## config.mk

```make
export PLATFORM = sky130hd
export DESIGN_NAME = mem_arbiter
export DESIGN_NICKNAME = d
export VERILOG_FILES = /design/src/rtl/mem_arbiter_pkg.sv /design/src/rtl/mem_arb_pick.sv /design/src/rtl/mem_arbiter.sv
export SDC_FILE = /design/constraint.sdc
export NUM_CORES = 1
export LEC_CHECK = 0
export CORE_MARGIN = 2
export CORE_UTILIZATION = 35
export DETAILED_ROUTE_END_ITERATION = 8
export PLACE_DENSITY_LB_ADDON = 0.12
export SLEW_MARGIN = 20
export SYNTH_ARGS = -nofsm -noshare
export SYNTH_HDL_FRONTEND = slang
export SYNTH_SLANG_ARGS = --single-unit
export TNS_END_PERCENT = 1
```

## constraint.sdc

```tcl
create_clock -name clk -period 6 [get_ports clk]
set_clock_uncertainty 0.1 [all_clocks]
set_input_delay 1.8 -clock clk [delete_from_list [all_inputs] [get_ports clk]]
set_output_delay 1.8 -clock clk [all_outputs]
set_load 0.02 [all_outputs]
```

## src/rtl/mem_arbiter_pkg.sv

```systemverilog
// Shared definitions for the unified-memory arbiter.
// Holds the FSM state encoding, bus widths, the default memory depth, the
// instruction/data region boundary and the address-legality helper.
package mem_arbiter_pkg;

  localparam int unsigned DATA_W            = 32;
  localparam int unsigned ADDR_W            = 32;
  localparam int unsigned CNT_W             = 4;
  localparam int unsigned MEM_WORDS_DEFAULT = 512;
  // First word of the data region; words below it hold instructions.
  localparam int unsigned DATA_REGION_WORD  = 256;

  typedef enum logic [1:0] {
    ST_IDLE   = 2'd0,
    ST_BUSY_I = 2'd1,
    ST_BUSY_D = 2'd2,
    ST_DONE   = 2'd3
  } arb_state_e;

  // Memory-side request payload, registered as one unit.
  typedef struct packed {
    logic [ADDR_W-1:0] addr;
    logic              we;
    logic [DATA_W-1:0] wdata;
  } mem_bus_t;

  // Word-aligned and inside the populated byte range.
  function automatic logic addr_legal(input logic [ADDR_W-1:0] addr,
                                      input int unsigned       mem_words);
    return (addr < ADDR_W'(mem_words * 4)) && (addr[1:0] == 2'b00);
  endfunction

endpackage

```

## src/rtl/mem_arb_pick.sv

```systemverilog
// Grant selection between the fetch and data ports, plus the next value of
// the consecutive-data-grant counter. Only meaningful while the FSM is idle.
// Ports:
//   i_req, d_req  pending requests
//   burst_cnt     data grants issued while a fetch has been waiting
//   grant_i_c     fetch wins this arbitration
//   grant_d_c     data wins this arbitration
//   cnt_next_c    counter value after this arbitration
module mem_arb_pick
  import mem_arbiter_pkg::*;
#(
  parameter int unsigned MAX_D_BURST = 4
) (
  input  logic             i_req,
  input  logic             d_req,
  input  logic [CNT_W-1:0] burst_cnt,
  output logic             grant_i_c,
  output logic             grant_d_c,
  output logic [CNT_W-1:0] cnt_next_c
);

  localparam logic [CNT_W-1:0] MAX_CNT = CNT_W'(MAX_D_BURST);

  logic starve_c;

  // Data has priority until the waiting fetch has seen MAX_D_BURST data grants.
  always_comb begin
    grant_i_c  = 1'b0;
    grant_d_c  = 1'b0;
    cnt_next_c = burst_cnt;
    starve_c   = i_req && (burst_cnt == MAX_CNT);

    if (d_req && !starve_c) begin
      grant_d_c = 1'b1;
    end else if (i_req) begin
      grant_i_c = 1'b1;
    end else if (d_req) begin
      grant_d_c = 1'b1;
    end

    // The counter only tracks data grants made while a fetch is waiting.
    if (!i_req || grant_i_c) begin
      cnt_next_c = '0;
    end else if (grant_d_c && (burst_cnt != MAX_CNT)) begin
      cnt_next_c = burst_cnt + CNT_W'(1);
    end
  end

endmodule

```

## src/rtl/mem_arbiter.sv

```systemverilog
// Arbiter for the single-port unified memory (instructions in words 0-255,
// data above). Each access runs IDLE -> BUSY_I/BUSY_D -> DONE; read data is
// registered on leaving BUSY and returned with a one-cycle ack in DONE.
// Optional build macro MEM_ARB_ADDR_CHECK_EN adds range/alignment checking
// and the sticky err output.
// Ports:
//   clk, reset           clock, asynchronous active-high reset
//   i_req/i_addr         fetch request; i_ack/i_rdata fetch response
//   d_req/d_we/d_addr/
//   d_wdata              load/store request; d_ack/d_rdata response
//   mem_addr/mem_we/
//   mem_wdata/mem_rdata  memory interface (combinational read data)
//   err                  sticky address error (MEM_ARB_ADDR_CHECK_EN only)
module mem_arbiter
  import mem_arbiter_pkg::*;
#(
  parameter int unsigned MEM_WORDS   = MEM_WORDS_DEFAULT,
  parameter int unsigned MAX_D_BURST = 4
) (
  input  logic              clk,
  input  logic              reset,
  input  logic              i_req,
  input  logic [ADDR_W-1:0] i_addr,
  output logic              i_ack,
  output logic [DATA_W-1:0] i_rdata,
  input  logic              d_req,
  input  logic              d_we,
  input  logic [ADDR_W-1:0] d_addr,
  input  logic [DATA_W-1:0] d_wdata,
  output logic              d_ack,
  output logic [DATA_W-1:0] d_rdata,
  output logic [ADDR_W-1:0] mem_addr,
  output logic              mem_we,
  output logic [DATA_W-1:0] mem_wdata,
  input  logic [DATA_W-1:0] mem_rdata
`ifdef MEM_ARB_ADDR_CHECK_EN
  ,
  output logic              err
`endif
);

  // Parameter sanity at elaboration.
  if (MAX_D_BURST < 1 || MAX_D_BURST > 15) begin : g_bad_burst
    $error("mem_arbiter: MAX_D_BURST must be in 1..15");
  end
  if (MEM_WORDS == 0 || MEM_WORDS > 32'h4000_0000) begin : g_bad_depth
    $error("mem_arbiter: MEM_WORDS out of range");
  end

  arb_state_e        state_q, state_d;
  logic [CNT_W-1:0]  burst_cnt_q, burst_cnt_d;
  mem_bus_t          bus_q, bus_d;
  logic              i_ack_d, d_ack_d;
  logic [DATA_W-1:0] i_rdata_d, d_rdata_d;

  logic              grant_i_c, grant_d_c;
  logic [CNT_W-1:0]  pick_cnt_c;
  logic              d_addr_bad_c;
  logic              cur_addr_bad_c;

  mem_arb_pick #(
    .MAX_D_BURST(MAX_D_BURST)
  ) u_pick (
    .i_req      (i_req),
    .d_req      (d_req),
    .burst_cnt  (burst_cnt_q),
    .grant_i_c  (grant_i_c),
    .grant_d_c  (grant_d_c),
    .cnt_next_c (pick_cnt_c)
  );

`ifdef MEM_ARB_ADDR_CHECK_EN
  logic err_d;
  // New store address checked at grant so mem_we never rises for it;
  // the registered address is checked while the access is in BUSY.
  assign d_addr_bad_c   = !addr_legal(d_addr, MEM_WORDS);
  assign cur_addr_bad_c = !addr_legal(bus_q.addr, MEM_WORDS);
`else
  assign d_addr_bad_c   = 1'b0;
  assign cur_addr_bad_c = 1'b0;
`endif

  assign mem_addr  = bus_q.addr;
  assign mem_we    = bus_q.we;
  assign mem_wdata = bus_q.wdata;

  // Next state, memory drive and response values.
  always_comb begin
    state_d     = state_q;
    burst_cnt_d = burst_cnt_q;
    bus_d       = '{addr: bus_q.addr, we: 1'b0, wdata: '0};
    i_ack_d     = 1'b0;
    d_ack_d     = 1'b0;
    i_rdata_d   = i_rdata;
    d_rdata_d   = d_rdata;
`ifdef MEM_ARB_ADDR_CHECK_EN
    err_d       = err;
`endif

    case (state_q)
      ST_IDLE: begin
        burst_cnt_d = pick_cnt_c;
        if (grant_d_c) begin
          state_d = ST_BUSY_D;
          bus_d   = '{addr: d_addr, we: d_we && !d_addr_bad_c, wdata: d_wdata};
        end else if (grant_i_c) begin
          state_d    = ST_BUSY_I;
          bus_d.addr = i_addr;
        end
      end

      ST_BUSY_I: begin
        state_d   = ST_DONE;
        i_ack_d   = 1'b1;
        i_rdata_d = cur_addr_bad_c ? '0 : mem_rdata;
`ifdef MEM_ARB_ADDR_CHECK_EN
        err_d     = err | cur_addr_bad_c;
`endif
      end

      ST_BUSY_D: begin
        state_d = ST_DONE;
        d_ack_d = 1'b1;
        // mem_rdata still shows the pre-write word at the write edge, so a
        // store returns the value the word holds once the write lands.
        if (cur_addr_bad_c) begin
          d_rdata_d = '0;
        end else if (bus_q.we) begin
          d_rdata_d = bus_q.wdata;
        end else begin
          d_rdata_d = mem_rdata;
        end
`ifdef MEM_ARB_ADDR_CHECK_EN
        err_d     = err | cur_addr_bad_c;
`endif
      end

      ST_DONE: begin
        state_d = ST_IDLE;
      end

      default: begin
        state_d = ST_IDLE;
      end
    endcase
  end

  // State register.
  always_ff @(posedge clk or posedge reset) begin
    if (reset) begin
      state_q     <= ST_IDLE;
      burst_cnt_q <= '0;
    end else begin
      state_q     <= state_d;
      burst_cnt_q <= burst_cnt_d;
    end
  end

  // Output and memory-drive registers; reset clears mem_we asynchronously.
  always_ff @(posedge clk or posedge reset) begin
    if (reset) begin
      bus_q   <= '0;
      i_ack   <= 1'b0;
      d_ack   <= 1'b0;
      i_rdata <= '0;
      d_rdata <= '0;
`ifdef MEM_ARB_ADDR_CHECK_EN
      err     <= 1'b0;
`endif
    end else begin
      bus_q   <= bus_d;
      i_ack   <= i_ack_d;
      d_ack   <= d_ack_d;
      i_rdata <= i_rdata_d;
      d_rdata <= d_rdata_d;
`ifdef MEM_ARB_ADDR_CHECK_EN
      err     <= err_d;
`endif
    end
  end

endmodule

```

* After elaboration in Yosys (flattened, before gate mapping)
Cells that the tools add are included.
** Word-level totals
- Register bits after elaboration :: 137
- Input bits :: 133
- Output and inout port bits :: 131
- Logic and storage cells :: 45
** Cells by class
- Add/sub/neg operators :: 1
- Eq/ne operators :: 6
- Mux-type cells :: 17
- Reduce and logical (&&, ||, !) cells :: 12
** Operator list (count)
- $mux 32 :: 3
- $mux 33 :: 2
- $mux 4 :: 2
- $mux 1 :: 7
- $pmux 2 s3 :: 1
- $add 4x1->4 const B :: 1
- $eq 2x2->1 const B :: 2
- $eq 4x3->1 const B :: 1
- $mux 2 :: 2
- $ne 4x3->1 const B :: 1
- $reduce_and 2->1 :: 2
- $reduce_bool 2->1 :: 2
- $logic_and 1x1->1 :: 3
- $ne 3x3->1 const B :: 1
- $eq 2x1->1 const B :: 1
- $logic_not 1->1 :: 2
- $logic_not 2->1 :: 1
- $reduce_or 2->1 :: 1
- $logic_or 1x1->1 :: 1

* Depth between registers and ports, before layout
Gate-level depths: netlist of run 1.
- Depth in word-level cells :: 8
- Depth in mapped cells :: 7
- Depth with buffers taken out :: 5

* Modules after synthesis
From an unflattened synthesis of run 1, not the netlist that was laid out.
** Second synthesis, totals
- Cells, all modules :: 474
- Area total of the unflattened synthesis :: 5711.7 um^2
** By module, submodules not included
- mem_arbiter :: instances 1, cells each 456, area each 5581.6 um^2, sequential area each 3428.3 um^2
- mem_arb_pick :: instances 1, cells each 18, area each 130.1 um^2, sequential area each 0.0 um^2

* Worst setup path before layout of run 1
Ideal clock, no wire load.
- Path kind :: input to register
- Start point :: input i_req
- End point :: register bus_q (netlist bit mem_addr[10])
- Library setup time :: 0.126 ns
- Data arrival time :: 2.544 ns
- Required time :: 5.774 ns
- Setup slack :: 3.230 ns
- Stages on the path :: 4
- Path buffers :: 1
- Cell sequence :: inv_2 > o211a_4 > buf_6 > a221o_1
** On the way
- Longest elaborated chain between the ends :: 6
- Elaborated cells on any way between the ends :: 10
- Those cells by class :: 5 x mux; 5 x reduce/logical
** Ends and longest elaborated chain
- from (decl) :: RTL line mem_arbiter.sv:22 : input logic i_req,
- $logic_and 1x1->1 :: RTL line mem_arb_pick.sv:31 : starve_c = i_req && (burst_cnt == MAX_CNT);
- $logic_not 1->1 :: RTL line mem_arb_pick.sv:33 : if (d_req && !starve_c) begin
- $logic_and 1x1->1 :: RTL line mem_arb_pick.sv:33
- $mux 1 :: RTL line mem_arb_pick.sv:33
- $reduce_bool 2->1 (no line)
- $reduce_and 2->1 (no line)
- to (signal assigned) :: RTL line mem_arbiter.sv:171 : bus_q <= bus_d;
- to (decl) :: RTL line mem_arbiter.sv:52 : mem_bus_t bus_q, bus_d;
Several ways; a longest one is shown, not always the timed one.
A chain may end at the register's enable or synchronous reset.

* Worst setup path after layout of run 1
- Start point :: register bus_q (netlist bit mem_we)
- End point :: output mem_we
** RTL lines
- to (decl) :: RTL line mem_arbiter.sv:33 : output logic mem_we,
No word-level cell between the ends.

==> results of run 1 <==
-- layer usage --
metal	routed length, µm	track usage, %	up-vias
met3	1500	7.75	24
li1	-	-	2004
met2	7640	32.1	186
met1	6170	22.0	2127
met4	321	7.08	0
met5	0	0	-
-- synthesized netlist by cell type (all sizes together) --
master	instances	area, µm²
nand3	3	15.0
a31o	1	8.76
a32o	1	10.0
mux2	32	360
a41oi	1	8.76
o211a	1	17.5
a311o	2	20.0
clkbuf	15	56.3
inv	9	33.8
o22ai	1	6.26
o21ai	1	5.00
a211oi	1	12.5
a21oi	32	160
mux2i	33	330
nor2	34	128
dfrtp	137	3430
o2bb2ai	1	8.76
ha	5	62.6
a221o	32	320
nor2b	2	12.5
nand3b	1	20.0
buf	14	103
and2	65	407
-- worst paths after layout --
path | slack, ns | end | startpoint
max | 2.10 | mem_we | mem_we
min | 0.40 | i_rdata[12] | i_rdata[12]
max reg2reg | 3.69 | mem_addr[10] | state_q[0]
min reg2reg | 0.40 | i_rdata[12] | i_rdata[12]
max in group asynchronous | 2.92 | mem_addr[9] | reset
min in group asynchronous | 1.86 | mem_addr[26] | reset
-- power groups by stage --
| stage | sequential (mW) | combinational [mW] | clock, mW |
|---|---|---|---|
| after floorplan | 1.94 | 0.748 | 0 |
| after global placement | 1.50 | 2.18 | 0 |
| after detailed placement | 1.51 | 2.22 | 0 |
| after CTS | 1.51 | 2.22 | 1.18 |
| after global routing | 1.55 | 2.35 | 1.22 |
| final | 1.51 | 2.18 | 1.16 |
-- logic make-up after synthesis --
kind of cell | Yosys count
multiplexers | 65
AO/OA/AOI/OAI | 74
buffers and inverters | 38
adder cells (fa/ha/maj) | 5
flip-flops | 137
AND/OR/NAND/NOR | 105
-- state kept, by name (all words and copies together), names as in the netlist --
name,count
mem_wdata,32
i_ack,1
i_rdata,32
mem_addr,32
state_q,2
mem_we,1
burst_cnt_q,4
d_rdata,32
d_ack,1
-- cell type report --
class,instances,area [µm²],share of cell area (%)
clock buffers,21,470,5.23
well taps,211,264,2.94
multi-input cells,249,1930,21.4
inverters,9,38.8,0.431
flip-flops and latches,137,3430,38.1
repair buffers,268,2670,29.7
clock inverters,11,191,2.13
==> flow_summary_export.csv, run 1 <==
group,metric,value,unit
timing,rsz0062_at_grt,"false",
placed_design,place_area,8330,µm²
floorplanning,io_pins,264,
synth,synthMuxAreaShare,12.5,%
power_and_ir_drop,p_comb_share,45.0,%
placed_design,hpwl,11000,µm
hold_path,hold_path_depth,1,
cells_and_area,final_nets,820,
floorplanning,start_util,36.1,%
grt,grt_pass1_vias,4677,
setup_path,critical_path_class,"flop to output pin",
placed_design,dp_slack,2.16,ns
cells_and_area,final_cell_mix,"clkdlybuf4s50_1 (263), dfrtp_1 (136), and2_1 (65), nor2_1 (34), mux2i_1 (33)",
timing,fin_hold_ws,0.397,ns
clock_network,cts.sinks,137,
cells_and_area,diodes,0,
outcome,outcome,"complete, no violations",
clock_network,ctsRootBufferMaster,"clkbuf_16",
synth,synthAdderAreaFrac,1.13,%
power_and_ir_drop,p_int,3.17,mW
setup_path,cp_data_required_time,4.10,ns
grt,grt-ovfl-total,0,
cells_and_area,mostFrequentLayoutCell,"clkdlybuf4s50_1",
synth,synth_top_family_by_area,"multiplexers",
power_and_ir_drop,ir_drop,0.263,mV
power_and_ir_drop,p_switching,1.68,mW
routing,ant_nets,0,
clock_network,clk_transition_reported_paths,0.06,ns
cells_and_area,area_growth,62.4,%
synth,synth-warning-count,0,
power_and_ir_drop,powerDensity,539,nW/µm²
setup_path,cp-end-kind,"output pin",
setup_path,crit_family,"buffers and inverters",
routing,wirelength,15600,µm
synth,syn-num-nets,562,
setup_path,worstSetupStartpointType,"flop",
synth,ys_seq_area_share,61.9,%
placed_design,gp_congestion,0.793,
routing,drc_errors,0,
routing,num_vias,4341,
setup_path,cpMaxStageDelayCell,"clkdlybuf4s50_1",
routing,first_pass_iters,4,
power_and_ir_drop,leakagePower,3.75,nW
synth,ys_ff_latch,137,
power_and_ir_drop,seq_power_share,31.0,%
setup_path,critPathArrivalTime,2.00,ns
synth,netlist_area,5530,µm²
grt,antenna_found_initial,0,
cells_and_area,design_area,8990,µm²
clock_network,cts.path.max_buffers,2,
timing,max_freq,257,MHz
synth,syn_avg_cell_area,13.1,µm²
setup_path,cp_cell_sequence,"buf_4, clkdlybuf4s50_1",
synth,synth.distinct_cells,27,
setup_path,cp_num_buf_inv,2,
cells_and_area,final_util,58.7,%
routing,vias_per_cell,4.79,
clock_network,cts_setup_buffers,0,
grt,grt_pass1_wl,24300,µm
floorplanning,die_w,130,µm
clock_network,cts-resized-gates,0,
timing,min_period,3.90,ns
setup_path,reg2reg_depth,6,
timing,worst_slew_pin_slew,0.964,ns
timing,finalCritPeriodShare,65.0,%
synth,synth_compound_area_share,10.4,%
clock_network,cts_tree,"yes",
setup_path,max_stage_delay,0.72,ns
clock_network,cts_buffers,17,
synth,synthCells,424,
placed_design,numPortBuffers,263,
clock_network,cts_max_level,4,
timing,setup_tns,0,ns
cells_and_area,fill_cells,1270,
setup_path,path_depth,2,
floorplanning,row_count,45,
floorplanning,core_area,15300,µm²
grt,grt_max_degree,109,
power_and_ir_drop,clkPwrFrac,23.9,%
synth,synth_xor_area_share,0,%
floorplanning,die_height,130,µm
power_and_ir_drop,swShare,34.7,%
timing,finalWorstSetupSlack,2.10,ns
routing,drt_iter0_markers,210,
power_and_ir_drop,finalPower,4.85,mW
clock_network,clk_latency,0.41,ns
timing,max_slew_margin,35.7,%
placed_design,placedCellCount,874,
setup_path,worstPathMaxFanout,33,
hold_path,hold_class,"flop to flop",
job,max-cap-violations,0,
routing,routedWlPerCell,17.3,µm
clock_network,hold_buffers,0,
cells_and_area,final_cells,906,
timing,final_max_slew_viol_count,0,
cells_and_area,drive_gt1_share,10.2,%
grt,grt_util_all_layers,19.1,%
synth,synth-simple-area-share,10.5,%
timing,hold_viol,0,
floorplanning,die_area,16800,µm²
timing,setup_violations,0,
(Power assumes the default switching activity.)
==> run 2, diff against run 1 <==
- clock period: 6 -> 3.85 ns (I/O delays scaled with it)
==> run 2 against run 1 <==
  * Sequential share of layout area grew 0.13 points
  * Cell count is 0.33% higher
  * Non-clock buffer count rose by 3
  * Utilization down 0.20 points
  * Worst hold slack lost 0.011 ns
  * Clock-buffer cell count increased by 3
  * Die area stayed put
  * Clock power increased by 37%
  * Flip-flop and latch count unchanged
  * Critical path depth rose by 3
  * Final area down 0.35%
==> flow_summary_export.csv, run 2 (synthesis results as in run 1) <==
group,metric,value,unit
outcome,outcome,"complete, no violations",
timing,finalWorstSetupSlack,0.976,ns
grt,use_met3,8.04,%
power_and_ir_drop,p_int,4.75,mW
cells_and_area,final_cell_mix,"clkdlybuf4s50_1 (263), dfrtp_1 (136), and2_1 (65), nor2_1 (34), mux2i_1 (33)",
setup_path,worstPathMaxFanout,17,
setup_path,cp-end-kind,"flop",
grt,global_route.usage.met2,32.1,%
power_and_ir_drop,leakagePower,3.74,nW
clock_network,clk_transition_reported_paths,0.06,ns
setup_path,critPathArrivalTime,3.12,ns
routing,num_vias,4340,
clock_network,cts-resized-gates,0,
cells_and_area,final_nets,823,
clock_network,cts_tree,"yes",
cells_and_area,final_util,58.5,%
clock_network,cts.sinks,137,
cells_and_area,drive_gt1_share,10.3,%
power_and_ir_drop,p_switching,2.58,mW
timing,rsz0062_at_grt,"false",
floorplanning,io_pins,264,
power_and_ir_drop,clkPwrFrac,21.6,%
timing,final_max_slew_viol_count,0,
power_and_ir_drop,swShare,35.2,%
cells_and_area,diodes,0,
timing,setup_violations,0,
setup_path,max_stage_delay,0.84,ns
cells_and_area,fill_cells,1270,
hold_path,hold_class,"flop to flop",
grt,antenna_found_initial,0,
floorplanning,die_w,130,µm
timing,hold_viol,0,
floorplanning,row_count,45,
power_and_ir_drop,seq_power_share,32.0,%
cells_and_area,mostFrequentLayoutCell,"clkdlybuf4s50_1",
grt,busiest_layer,"met2",
power_and_ir_drop,ir_drop,0.410,mV
setup_path,cp_cell_sequence,"clkdlybuf4s50_1, o21ai_1, buf_4, and2_1, a221o_1",
hold_path,hold_path_depth,1,
grt,grt_util_all_layers,19.2,%
power_and_ir_drop,powerDensity,819,nW/µm²
placed_design,numPortBuffers,263,
floorplanning,die_height,130,µm
timing,fin_hold_ws,0.386,ns
routing,drt_iter0_markers,117,
clock_network,ctsRootBufferMaster,"clkbuf_16",
routing,first_pass_iters,4,
routing,vias_per_cell,4.77,
timing,setup_tns,0,ns
grt,grt_max_degree,69,
timing,max_slew_margin,33.2,%
timing,worst_slew_pin_slew,0.995,ns
placed_design,hpwl,11100,µm
cells_and_area,area_growth,61.9,%
clock_network,cts_setup_buffers,0,
timing,finalCritPeriodShare,74.6,%
grt,grt_pass1_vias,4763,
job,max-cap-violations,0,
setup_path,worstSetupStartpointType,"primary input",
cells_and_area,final_cells,909,
timing,min_period,2.87,ns
clock_network,cts_buffers,17,
routing,drc_errors,0,
grt,grt.met1_usage,22.2,%
placed_design,dp_slack,0.556,ns
floorplanning,die_area,16800,µm²
floorplanning,start_util,36.1,%
placed_design,gp_congestion,0.765,
clock_network,cts.path.max_buffers,2,
clock_network,cts_max_level,4,
setup_path,cpMaxStageDelayCell,"o21ai_1",
setup_path,critical_path_class,"primary input to flop",
routing,ant_nets,0,
placed_design,placedCellCount,877,
routing,routedWlPerCell,17.2,µm
grt,grt_pass1_wl,24400,µm
power_and_ir_drop,p_comb_share,46.4,%
routing,wirelength,15700,µm
setup_path,reg2reg_depth,6,
setup_path,cp_data_required_time,4.10,ns
grt,grt-ovfl-total,0,
clock_network,clk_latency,0.41,ns
timing,max_freq,348,MHz
clock_network,hold_buffers,0,
floorplanning,core_area,15300,µm²
-- run 2: cell types whose count changed in the layout (fill, tap and decap cells not counted), moves of 2 or more --
| cell | before | now |
|---|---|---|
| buf_12 | 0 | 2 |
| bufinv_16 | 5 | 2 |
| clkbuf_1 | 1 | 3 |
| clkinv_2 | 2 | 5 |
| inv_6 | 2 | 0 |
-- run 2: path summary, 6_finish.rpt --
| path | startpoint | end | slack, ns |
|---|---|---|---|
| worst max-delay path | d_req | mem_addr[28] | 0.98 |
| worst min register to register | i_rdata[27] | i_rdata[27] | 0.39 |
| max in group asynchronous | reset | mem_addr[30] | 1.70 |
| worst min-delay path | i_rdata[27] | i_rdata[27] | 0.39 |
| worst max register to register | state_q[0] | mem_addr[24] | 1.63 |
| min in group asynchronous | reset | d_rdata[4] | 1.14 |
-- run 2: per-layer routing --
metal / up-vias / routed length (µm)
met5: - / 0
met4: 0 / 228
met3: 15 / 1450
met2: 186 / 7650
met1: 2128 / 6330
li1: 2011 / -
-- run 2: critical path, delay by kind of cell --
family / cells / cell delay, ns
compound gates: 2 / 0.94
simple gates: 1 / 0.16
buf+inv: 2 / 0.87
-- run 2: power by group through the flow --
stage          Sequential, mW  Combinational (mW)  Clock, mW
2_1_floorplan            3.02                1.17          0
3_3_place_gp             2.35                3.39          0
3_5_place_dp             2.36                3.45          0
4_1_cts                  2.36                3.45       1.62
5_1_grt                  2.43                3.66       1.69
6_report                 2.35                3.40       1.59
-- run 2: area by class of cell --
cell class                      instances  area [µm²]  share of cell area (%)
Sequential cell                       137        3430                    38.3
Timing Repair Buffer                  271        2720                    30.3
Multi-Input combinational cell        249        1930                    21.5
Clock buffer                           24         492                    5.49
Tap cell                              211         264                    2.95
Clock inverter                          8        92.6                    1.03
Inverter                                9        37.5                   0.419
-- run 2: stage by stage --
stage	instance area, µm²	power [mW]
after floorplan	5540	4.19
after global placement	8370	5.74
after detailed placement	8370	5.81
after CTS	8960	7.44
after global routing	8960	7.77
final	8960	7.34
==> run 3, diff against run 2 <==
- clock period: 3.85 -> 2.98 ns (I/O delays scaled with it)
==> run 3 against run 2 <==
  * First-iteration DRC count up 62%
  * Sequential share of layout area down 0.18 points
  * Clock-buffer cell count down 1
  * Clock power up 35%
  * Combinational power up 29%
  * Setup slack worse by 0.42 ns
  * Worst hold slack about the same
  * Utilization up 0.27 points
  * Critical endpoint is now i_rdata[10]
  * Largest power group unchanged
==> flow_summary_export.csv, run 3 (synthesis results as in run 1) <==
group,metric,value,unit
power_and_ir_drop,p_comb_share,46.0,%
setup_path,cp_num_buf_inv,1,
floorplanning,die_w,130,µm
routing,drc_errors,0,
cells_and_area,diodes,0,
grt,grt-ovfl-total,0,
power_and_ir_drop,swShare,34.9,%
placed_design,gp_congestion,0.783,
floorplanning,core_area,15300,µm²
outcome,outcome,"complete, no violations",
timing,max_freq,412,MHz
power_and_ir_drop,p_int,6.23,mW
routing,num_vias,4316,
cells_and_area,drive_gt1_share,10.5,%
power_and_ir_drop,clkPwrFrac,22.3,%
timing,rsz0062_at_grt,"false",
cells_and_area,area_growth,62.6,%
placed_design,numPortBuffers,263,
clock_network,ctsRootBufferMaster,"clkbuf_16",
setup_path,cp-end-kind,"output pin",
grt,grt_util_all_layers,18.9,%
clock_network,hold_buffers,0,
power_and_ir_drop,ir_drop,0.471,mV
setup_path,cp_cell_sequence,"clkdlybuf4s50_1",
setup_path,crit_family,"buffers and inverters",
setup_path,cpMaxStageDelayCell,"clkdlybuf4s50_1",
power_and_ir_drop,seq_power_share,31.7,%
floorplanning,die_area,16800,µm²
timing,finalCritPeriodShare,81.4,%
timing,final_max_slew_viol_count,0,
timing,min_period,2.42,ns
setup_path,cp_data_required_time,1.99,ns
cells_and_area,final_nets,824,
hold_path,hold_class,"flop to flop",
clock_network,cts_buffers,17,
clock_network,cts.path.max_buffers,2,
grt,grt_pass1_vias,4490,
power_and_ir_drop,leakagePower,3.76,nW
timing,worst_slew_pin_slew,0.733,ns
job,max-cap-violations,0,
setup_path,critPathArrivalTime,1.43,ns
placed_design,hpwl,11100,µm
routing,drt_iter0_markers,190,
floorplanning,row_count,45,
floorplanning,die_height,130,µm
power_and_ir_drop,powerDensity,1060,nW/µm²
setup_path,critical_path_class,"flop to output pin",
grt,grt_max_degree,69,
placed_design,placedCellCount,878,
routing,ant_nets,0,
timing,setup_violations,0,
clock_network,cts.sinks,137,
setup_path,max_stage_delay,0.66,ns
grt,grt_pass1_wl,24000,µm
routing,wirelength,15600,µm
timing,max_slew_margin,51.1,%
timing,setup_tns,0,ns
cells_and_area,final_cells,909,
clock_network,cts-resized-gates,0,
floorplanning,io_pins,264,
clock_network,clk_transition_reported_paths,0.05,ns
clock_network,cts_setup_buffers,0,
routing,routedWlPerCell,17.2,µm
setup_path,worstSetupStartpointType,"flop",
placed_design,dp_slack,0.182,ns
floorplanning,start_util,36.1,%
clock_network,cts_tree,"yes",
routing,first_pass_iters,4,
clock_network,clk_latency,0.41,ns
timing,hold_viol,0,
cells_and_area,mostFrequentLayoutCell,"clkdlybuf4s50_1",
routing,vias_per_cell,4.75,
cells_and_area,final_cell_mix,"clkdlybuf4s50_1 (263), dfrtp_1 (136), and2_1 (65), nor2_1 (34), mux2i_1 (33)",
power_and_ir_drop,p_switching,3.34,mW
timing,finalWorstSetupSlack,0.556,ns
setup_path,worstPathMaxFanout,2,
grt,antenna_found_initial,0,
clock_network,cts_max_level,4,
==> run 3: final timing paths <==
path | startpoint | to | cells past startpoint | slack [ns]
hold / removal | i_rdata[12] | i_rdata[12] | 1 | 0.39
hold reg to reg | i_rdata[12] | i_rdata[12] | 1 | 0.39
max in group asynchronous | reset | mem_addr[18] | 3 | 1.54
min in group asynchronous | reset | mem_wdata[1] | 2 | 0.64
setup reg to reg | burst_cnt_q[0] | mem_addr[25] | 5 | 0.98
setup / recovery | i_rdata[10] | i_rdata[10] | 1 | 0.56
==> run 3: area by class of cell <==
class / count / area, µm²
Inverter: 9 / 37.5
Timing Repair Buffer: 272 / 2740
Clock inverter: 8 / 118
Fill cell: 1298 / 6310
Clock buffer: 23 / 488
Sequential cell: 137 / 3430
Multi-Input combinational cell: 249 / 1930
Tap cell: 211 / 264
==> run 3: power by group through the flow <==
| stage | clock network [mW] | logic, mW | registers, mW |
|---|---|---|---|
| 3_5_place_dp | 0 | 4.46 | 3.05 |
| 3_3_place_gp | 0 | 4.39 | 3.03 |
| 4_1_cts | 2.19 | 4.47 | 3.05 |
| 6_report | 2.14 | 4.40 | 3.04 |
| 5_1_grt | 2.27 | 4.72 | 3.14 |
| 2_1_floorplan | 0 | 1.51 | 3.90 |
==> run 3: worst register-to-register path, delay by kind of cell, from the launching register on <==
kind,cells,cell delay [ns]
AO/OA/AOI/OAI,2,0.94
flip-flops,1,0.41
adder cells (fa/ha/maj),1,0.20
AND/OR/NAND/NOR,1,0.12
buffers and inverters,1,0.10
==> run 3: stage by stage <==
step | hold WS (ns) | power [mW] | cell area (µm²) | utilization, %
6_report | 0.386 | 9.58 | 9000 | 58.8
3_3_place_gp | 0.370 | 7.42 | 8390 | 54.8
4_1_cts | 0.391 | 9.70 | 9000 | 58.8
5_1_grt | 0.416 | 10.1 | 9000 | 58.8
3_5_place_dp | 0.379 | 7.51 | 8390 | 54.8
2_1_floorplan | 0.399 | 5.41 | 5540 | -
==> run 3: routing by layer <==
metal	track usage [%]	routed length [µm]
met2	30.7	7630
met1	22.4	6110
met5	0	0
met4	8.03	287
met3	7.54	1590
